File: config.mk
export PLATFORM = sky130hd
export DESIGN_NAME = logic_func_tester
export DESIGN_NICKNAME = d
export VERILOG_FILES = /design/src/rtl/logic_func_tester.sv
export SDC_FILE = /design/constraint.sdc
export NUM_CORES = 1
export LEC_CHECK = 0
export CORE_ASPECT_RATIO = 0.6
export CORE_UTILIZATION = 49
export CTS_BUF_LIST = sky130_fd_sc_hd__clkbuf_8
export DETAILED_ROUTE_END_ITERATION = 12
export GPL_TIMING_DRIVEN = 0
export PLACE_DENSITY = 0.76
export SYNTH_ARGS = -nofsm -noshare
export SYNTH_HDL_FRONTEND = slang
export SYNTH_SLANG_ARGS = --single-unit
File: constraint.sdc
create_clock -name clk -period 2 [get_ports clk]
set_clock_uncertainty 0.1 [all_clocks]
set_input_delay 0.2 -clock clk [delete_from_list [all_inputs] [get_ports clk]]
set_output_delay 0.2 -clock clk [all_outputs]
set_load 0.05 [all_outputs]
File: src/rtl/logic_func_tester.sv
// Sweeps a 3-input block through vectors 000..111 and compares each response with a latched golden table.
// Done follows the start-accept edge by 8*(SETTLE_CYCLES+1) cycles; start is ignored while busy.
module logic_func_tester #(
    parameter int unsigned SETTLE_CYCLES = 2
) (
    input  logic       clk,
    input  logic       rst_n,
    input  logic       start,
    input  logic [7:0] expected,
    input  logic       dut_y,
    output logic       dut_a,
    output logic       dut_b,
    output logic       dut_c,
    output logic       busy,
    output logic       done,
    output logic       pass,
    output logic [3:0] err_count,
    output logic [2:0] first_fail_idx,
    output logic       first_fail_valid
);

    localparam logic [3:0] SETTLE_LOAD = 4'(SETTLE_CYCLES - 1);

    typedef enum logic [1:0] {
        S_IDLE,
        S_SETTLE,
        S_SAMPLE,
        S_DONE
    } state_t;

    state_t     state_q, state_d;
    logic [2:0] idx_q, idx_d;
    logic [3:0] cnt_q, cnt_d;
    logic [7:0] exp_q, exp_d;
    logic [3:0] err_q, err_d;
    logic [2:0] ffi_q, ffi_d;
    logic       ffv_q, ffv_d;
    logic       pass_q, pass_d;
    logic       mism;

    always_ff @(posedge clk) begin
        if (!rst_n) begin
            state_q <= S_IDLE;
            idx_q   <= 3'd0;
            cnt_q   <= 4'd0;
            exp_q   <= 8'd0;
            err_q   <= 4'd0;
            ffi_q   <= 3'd0;
            ffv_q   <= 1'b0;
            pass_q  <= 1'b0;
        end else begin
            state_q <= state_d;
            idx_q   <= idx_d;
            cnt_q   <= cnt_d;
            exp_q   <= exp_d;
            err_q   <= err_d;
            ffi_q   <= ffi_d;
            ffv_q   <= ffv_d;
            pass_q  <= pass_d;
        end
    end

    always_comb begin
        state_d = state_q;
        idx_d   = idx_q;
        cnt_d   = cnt_q;
        exp_d   = exp_q;
        err_d   = err_q;
        ffi_d   = ffi_q;
        ffv_d   = ffv_q;
        pass_d  = pass_q;
        mism    = 1'b0;

        case (state_q)
            S_IDLE, S_DONE: begin
                if (start) begin
                    exp_d   = expected;
                    idx_d   = 3'd0;
                    err_d   = 4'd0;
                    ffi_d   = 3'd0;
                    ffv_d   = 1'b0;
                    pass_d  = 1'b0;
                    cnt_d   = SETTLE_LOAD;
                    state_d = S_SETTLE;
                end
            end
            S_SETTLE: begin
                if (cnt_q == 4'd0) begin
                    state_d = S_SAMPLE;
                end else begin
                    cnt_d = cnt_q - 4'd1;
                end
            end
            S_SAMPLE: begin
                mism = (dut_y != exp_q[idx_q]);
                if (mism && (err_q != 4'd8)) begin
                    err_d = err_q + 4'd1;
                end
                if (mism && !ffv_q) begin
                    ffi_d = idx_q;
                    ffv_d = 1'b1;
                end
                // Pass uses the updated count so a miss on the last vector is not lost.
                if (idx_q == 3'd7) begin
                    pass_d  = (err_d == 4'd0);
                    state_d = S_DONE;
                end else begin
                    idx_d   = idx_q + 3'd1;
                    cnt_d   = SETTLE_LOAD;
                    state_d = S_SETTLE;
                end
            end
            default: state_d = S_IDLE;
        endcase
    end

    assign dut_a            = idx_q[2];
    assign dut_b            = idx_q[1];
    assign dut_c            = idx_q[0];
    assign busy             = (state_q == S_SETTLE) || (state_q == S_SAMPLE);
    assign done             = (state_q == S_DONE);
    assign pass             = pass_q;
    assign err_count        = err_q;
    assign first_fail_idx   = ffi_q;
    assign first_fail_valid = ffv_q;

endmodule
==> out/summary.txt, run 1 <==
Initial antenna violation count - 0
CTS root buf - clkbuf_8
IO buf count - 24
Post-detailed-placement cell area - 1769 µm²
Clock Pin Slew Worst Setup and Hold Paths - 0.09 ns
Initial Util - 54.73%
Buf/Inv on CP - 1
Cts hold-fix bufs - 0
Row Count - 14
Worst slew pin tran - 0.6054 ns
DRT antenna net count - 0
Core ar. - 2645 µm²
Largest net degree at the start of global routing - 15
Crit path max fanout - 7
Post-synthesis sequential area ratio - 35.96%
Critical path required time - 2.07 ns
CP startpoint kind - flop
Die X - 72.17 µm
Leakage - 0.0007088 µW
Non-Filler Instances - 245
WL final - 3579 µm
Reg2reg setup slack - -0.22 ns
Final Critical Period - 2.220 ns
Placed cells - 237
Avg Cell Area, Syn - 8.368 µm²
DR vias/cell - 5.612
Total GRT Usage - 24.24%
Critical path's top delay family - multiplexers
WS Path Type - reg2reg
First-pass GRT wire length - 5809 µm
Ant diodes - 0
Die ar. - 3183 µm²
WL/cell - 14.61 µm
Pwr Density - 729.9 nW/µm²
Worst VDD drop - 0.0004541 V
DRT Pass-1 Iters - 4
Yosys reg bits - 26
Slew margin rel. - 59.37%
FMAX - 450.4 MHz
Final Hold Vio Count - 0
CP max-delay cell - mux4_2
Outcome - finished with violations
Area grow syn2layout - 30.42%
DRT iter0 DRCs - 148
DR vias - 1375
Netlist Area Pre-Place - 1448 µm²
Failing checks - setup timing
Period utilization - 111.0%
Worst skew pair latency - 0.27 ns
Max Buffers Root-to-Sink - 2
Nets@finish - 227
CTS tree - yes
Top Ports - 26
HPWL Detailed - 2610 µm
Final Max Slew Viols - 0
Max Cap Viol - 0
Cell count after synthesis - 173
YS warnings - 0
RSZ-0062 raised after global routing - true
Number of global-route vias before repair - 1191
Worst hold path type - in2reg
Place WS - -0.2554 ns
CP peak stage delay - 0.54 ns
Synth unique cells - 41
Arrival time at the worst endpoint - 2.29 ns
Setup violations, final - 9
Worst setup EP type - flop
Gpl congestion - 0.7606
Layout cell share with drive strength beyond 1 - 14.15%
Fin Hold WS - 0.2181 ns
Final instance area - 1888 µm²
Filler instances - 210
CTS Buf Count - 3
Critical path, cell by cell - buf_8 -> mux2i_1 -> mux4_2 -> xnor2_4 -> nor2b_4 -> o21bai_4 -> a32o_1
CTS sink cnt - 26
GRT Residual Overflow - 0
Final worst slack - -0.2203 ns
Die Y - 44.10 µm
H-tree levels - 1
Syn_nets - 194
Drt drc - 0
-- Yosys cell counts --
cell	instances	area (µm²)
and2_1	2	12.51
o22ai_1	3	18.77
o21bai_1	1	7.510
a21oi_1	10	50.05
a41oi_1	1	8.760
ha_1	9	112.6
nand2_1	30	112.6
dfxtp_1	26	520.5
buf_6	1	11.26
o21ai_0	8	40.04
a21boi_1	1	7.510
or3_1	1	6.260
nand2b_1	1	6.260
nor3b_1	1	7.510
o31ai_1	1	7.510
nand4_1	2	12.51
nor2b_1	7	43.79
o21ai_1	1	5.000
a21boi_0	9	67.56
nor2_1	4	15.01
a31o_2	1	8.760
mux4_2	1	22.52
or2_0	1	6.260
or4_1	1	7.510
buf_2	1	5.000
a22oi_1	3	22.52
and3_1	1	6.260
nor3_1	3	15.01
o211a_1	1	10.01
o211ai_1	1	7.510
o31a_1	2	17.52
a211oi_1	1	7.510
mux2i_1	5	50.05
xnor2_1	1	8.760
nand3b_1	1	7.510
nand3_1	9	45.04
xnor2_4	1	27.53
clkbuf_1	5	18.77
a32o_1	3	30.03
o32ai_1	1	8.760
inv_1	11	41.29
-- cells by family (layout without fill, tap and decap cells) --
group | after synthesis | count (layout) | share of synthesized area [%]
simple gates | 64 | 64 | 21.00
buf+inv | 18 | 50 | 5.272
flops | 26 | 26 | 35.96
xor+xnor | 2 | 2 | 2.507
compound gates | 48 | 48 | 22.47
fa+ha+maj | 9 | 9 | 7.779
mux | 6 | 6 | 5.013
-- area by class of cell --
type | instances | area [µm²] | share of cell area, %
plain buffers | 7 | 40.04 | 2.121
repair buffers | 28 | 270.3 | 14.31
multi-input cells | 129 | 902.1 | 47.78
flip-flops and latches | 26 | 529.3 | 28.03
well taps | 40 | 50.05 | 2.651
inverters | 11 | 41.29 | 2.187
clock buffers | 4 | 55.05 | 2.916
-- final timing paths --
kind	startpoint	endpoint	depth (start not counted)
hold reg to reg	exp_q[4]	exp_q[4]	2
setup reg to reg	idx_q[0]	first_fail_idx[2]	7
setup / recovery	idx_q[0]	first_fail_idx[2]	7
hold / removal	rst_n	exp_q[3]	2
-- state kept, by name, indices dropped and copies added (netlist names) --
register / cells
cnt_q: 4
err_count: 4
exp_q: 8
first_fail_idx: 3
first_fail_valid: 1
idx_q: 3
pass: 1
state_q: 2
-- worst register-to-register path: stages, from the launching register on --
cell,delay (ns)
dfxtp_4,0.36
buf_8,0.13
mux2i_1,0.12
mux4_2,0.54
xnor2_4,0.28
nor2b_4,0.25
o21bai_4,0.11
a32o_1,0.23
-- routing by layer --
| metal | track usage, % | vias to the layer above | routed length (µm) |
|---|---|---|---|
| met5 | 0 | - | 0 |
| met4 | 6.275 | 0 | 38 |
| met3 | 5.011 | 4 | 175 |
| met2 | 35.89 | 47 | 1519 |
| met1 | 35.97 | 649 | 1846 |
| li1 | - | 675 | - |
-- stage by stage --
step	util, %	total power, µW	setup TNS (ns)
2_1_floorplan	-	892.9	-1.021
3_3_place_gp	66.89	990.4	-1.713
3_5_place_dp	66.89	1007	-2.168
4_1_cts	70.25	1358	-1.683
5_1_grt	71.38	1464	-2.343
6_report	71.38	1378	-1.685
-- cells in the final DEF, fill, tap and decap left out, drive strengths merged, types with 2 or more instances in the layout --
master / Yosys / routed
o21ai: 9 / 9
nand4: 2 / 2
a22oi: 3 / 3
buf: 2 / 6
o31a: 2 / 2
a21boi: 10 / 10
a21oi: 10 / 10
nor2: 4 / 4
clkbuf: 5 / 10
o22ai: 3 / 3
nor2b: 7 / 7
xnor2: 2 / 2
dfxtp: 26 / 26
nand3: 9 / 9
mux2i: 5 / 5
and2: 2 / 2
inv: 11 / 11
ha: 9 / 9
a32o: 3 / 3
nor3: 3 / 3
nand2: 30 / 30
clkdlybuf4s50: 0 / 22
-- power by group --
group | leakage (µW) | switching [µW] | internal [µW]
Combinational | 0.000466 | 276 | 181
Sequential | 0.000214 | 25.1 | 553
Clock | 0.0000288 | 167 | 176
-- what timing repair did --
item                       4_1_cts  5_1_grt
setup endpoints to repair       10       17
pin swaps                       10        3
resized for setup               10        8
buffers inserted                 4        0
gates cloned                     0        0
No activity file was read; power rests on OpenSTA's default activity.
==> run 2: changes to the inputs <==
CORE_UTILIZATION = 45   (was 49)
PLACE_DENSITY = 0.71   (was 0.76)
SLEW_MARGIN = 20   (was unset)
==> out/summary.txt, run 2 (synthesis gave the netlist of run 1 again) <==
Critical path, cell by cell - mux2i_1 -> mux4_2 -> xnor2_4 -> buf_4 -> nand4_1 -> or3_1 -> a21boi_1
Number of global-route vias before repair - 1209 (+1.5%)
Placed cells - 239 (+0.84%)
Nets@finish - 228 (+0.44%)
Initial antenna violation count - 0 (unchanged)
CTS Buf Count - 3 (unchanged)
Worst skew pair latency - 0.27 ns (about the same)
Final Hold Vio Count - 0 (unchanged)
Top Ports - 26 (unchanged)
CP max-delay cell - mux4_2
DRT antenna net count - 0 (unchanged)
HPWL Detailed - 2495 µm (-4.4%)
CTS root buf - clkbuf_8
DR vias/cell - 5.552 (-1.1%)
Ant diodes - 0 (unchanged)
Gpl congestion - 0.8194 (+7.7%)
Pwr Density - 708.0 nW/µm² (-3.0%)
Layout cell share with drive strength beyond 1 - 16.50% (+2.4 points)
CTS tree - yes
Critical path's top delay family - multiplexers
First-pass GRT wire length - 5733 µm (-1.3%)
Clock network power share - 22.3% (-2.6 points)
Drt drc - 0 (unchanged)
Gate power share - 35.0% (+1.8 points)
Max Cap Viol - 0 (unchanged)
WL/cell - 14.42 µm (-1.3%)
Most common cell after layout, fill and taps aside - nand2_1
Leading cell types in the layout, fill and taps excluded - 29 x nand2_1, 21 x dfxtp_1, 21 x clkdlybuf4s50_1
Row Count - 15 (+1)
Area grow syn2layout - 32.15%
H-tree levels - 1 (unchanged)
Met3 GRT Util - 5.531% (+0.52 points)
Core ar. - 2965 µm² (+12%)
Total GRT Usage - 22.89% (-1.3 points)
CP peak stage delay - 0.53 ns (about the same)
Non-Filler Instances - 248 (+1.2%)
Cts hold-fix bufs - 0 (unchanged)
RSZ-0062 raised after global routing - true
DR vias - 1377 (+0.15%)
Most used routing layer - met1
Critical path depth - 7 (unchanged)
WS Path Type - reg2reg
Place WS - -0.2870 ns (-0.03155 ns)
Setup violations, final - 8 (-1)
Outcome - finished with violations
Initial Util - 48.82% (-5.9 points)
Final Max Slew Viols - 0 (unchanged)
Met1 GRT Util - 34.09% (-1.9 points)
Critical path required time - 2.11 ns (+0.04 ns)
Buf/Inv on CP - 1 (unchanged)
Die X - 75.23 µm (+4.2%)
Filler instances - 260 (+24%)
Multi-input logic area - 933.4 µm² (+3.5%)
Leakage - 0.0007176 µW (+1.2%)
Die Y - 45.94 µm (+4.2%)
IO buf count - 24 (unchanged)
Sw frac - 35.07% (+1.1 points)
Net switching power - 475.0 µW (+1.4%)
Crit path max fanout - 5 (-2)
R2R cell count - 7 (unchanged)
Worst setup EP type - flop
Failing checks - setup timing
DRT iter0 DRCs - 94 (-36%)
Worst hold path type - in2reg
Sequential share of power - 42.8% (+0.9 points)
Final instance area - 1913 µm² (+1.3%)
Fin Setup TNS - -0.9056 ns (+0.7796 ns)
Period utilization - 107.1% (-3.9 points)
Die ar. - 3455 µm² (+8.6%)
GR met2 Demand/Resource - 33.51% (-2.4 points)
Max reg flops - 8 (unchanged)
Total power - 1354 µW (-1.7%)
Post-detailed-placement cell area - 1772 µm² (+0.14%)
Register Area - 531.8 µm² (+0.47%)
DRT Pass-1 Iters - 4 (unchanged)
Max Buffers Root-to-Sink - 2 (unchanged)
Slew margin rel. - 53.80% (-5.6 points)
Top reg by flops - exp_q
Largest net degree at the start of global routing - 15 (unchanged)
WL final - 3576 µm (about the same)
Final worst slack - -0.1422 ns (+0.07813 ns)
Worst VDD drop - 0.0005086 V (+12%)
Clock Pin Slew Worst Setup and Hold Paths - 0.09 ns (about the same)
Int Pwr - 879.4 µW (-3.3%)
CTS sink cnt - 26 (unchanged)
CP startpoint kind - flop
Worst slew pin tran - 0.6883 ns (+0.08293 ns)
GRT Residual Overflow - 0 (unchanged)
FMAX - 466.8 MHz (+3.6%)
Arrival time at the worst endpoint - 2.25 ns (-0.04 ns)
Worst hold path depth - 2 (unchanged)
Final Critical Period - 2.142 ns (-0.07813 ns)
==> run 2: worst register-to-register path: stages, from the launching register on <==
cell	delay (ns)
dfxtp_4	0.38
mux2i_1	0.12
mux4_2	0.53
xnor2_4	0.23
buf_4	0.15
nand4_1	0.09
or3_1	0.33
a21boi_1	0.14
==> run 2: timing repair <==
item / CTS / global route
setup endpoints to repair: 9 / 20
pin swaps: 5 / 3
buffers inserted: 6 / 0
gates resized for setup: 13 / 12
gates cloned: 0 / 0
==> run 2: metal layers <==
layer,wire (µm),vias up,share of wire [%]
met3,166,6,4.6
met5,0,-,0
met1,1832,654,51
met2,1539,39,43
li1,-,678,-
met4,38,0,1.1
==> run 2: metrics by stage <==
| step | hold WS (ns) | util, % |
|---|---|---|
| finish | 0.2152 | 64.51 |
| global route | 0.2364 | 64.51 |
| CTS | 0.2107 | 63.04 |
| detailed placement | 0.3646 | 59.75 |
| global placement | 0.3527 | 59.75 |
| floorplan | 0.2561 | - |
==> run 2: power groups by stage <==
stage / logic (µW) / clock network, µW / registers, µW
after floorplan: 305 / 0 / 588
after global placement: 405 / 0 / 586
after detailed placement: 413 / 0 / 589
after CTS: 437 / 305 / 578
after global routing: 519 / 335 / 585
final: 474 / 302 / 579
==> run 2: final cells by class <==
type / instances / area share [%]
buffer: 6 / 1.308
sequential: 26 / 27.80
clock inverter: 1 / 0.1962
clock buffer: 3 / 2.158
multi-input combinational: 129 / 48.79
inverter: 11 / 2.158
timing repair buffer: 30 / 14.85
tap: 42 / 2.747
==> run 2: worst paths after layout <==
path | from | endpoint | slack (ns)
worst max register to register | idx_q[0] | err_count[3] | -0.14
worst min register to register | exp_q[2] | exp_q[2] | 0.37
worst min-delay path | rst_n | exp_q[4] | 0.22
worst max-delay path | idx_q[0] | err_count[3] | -0.14
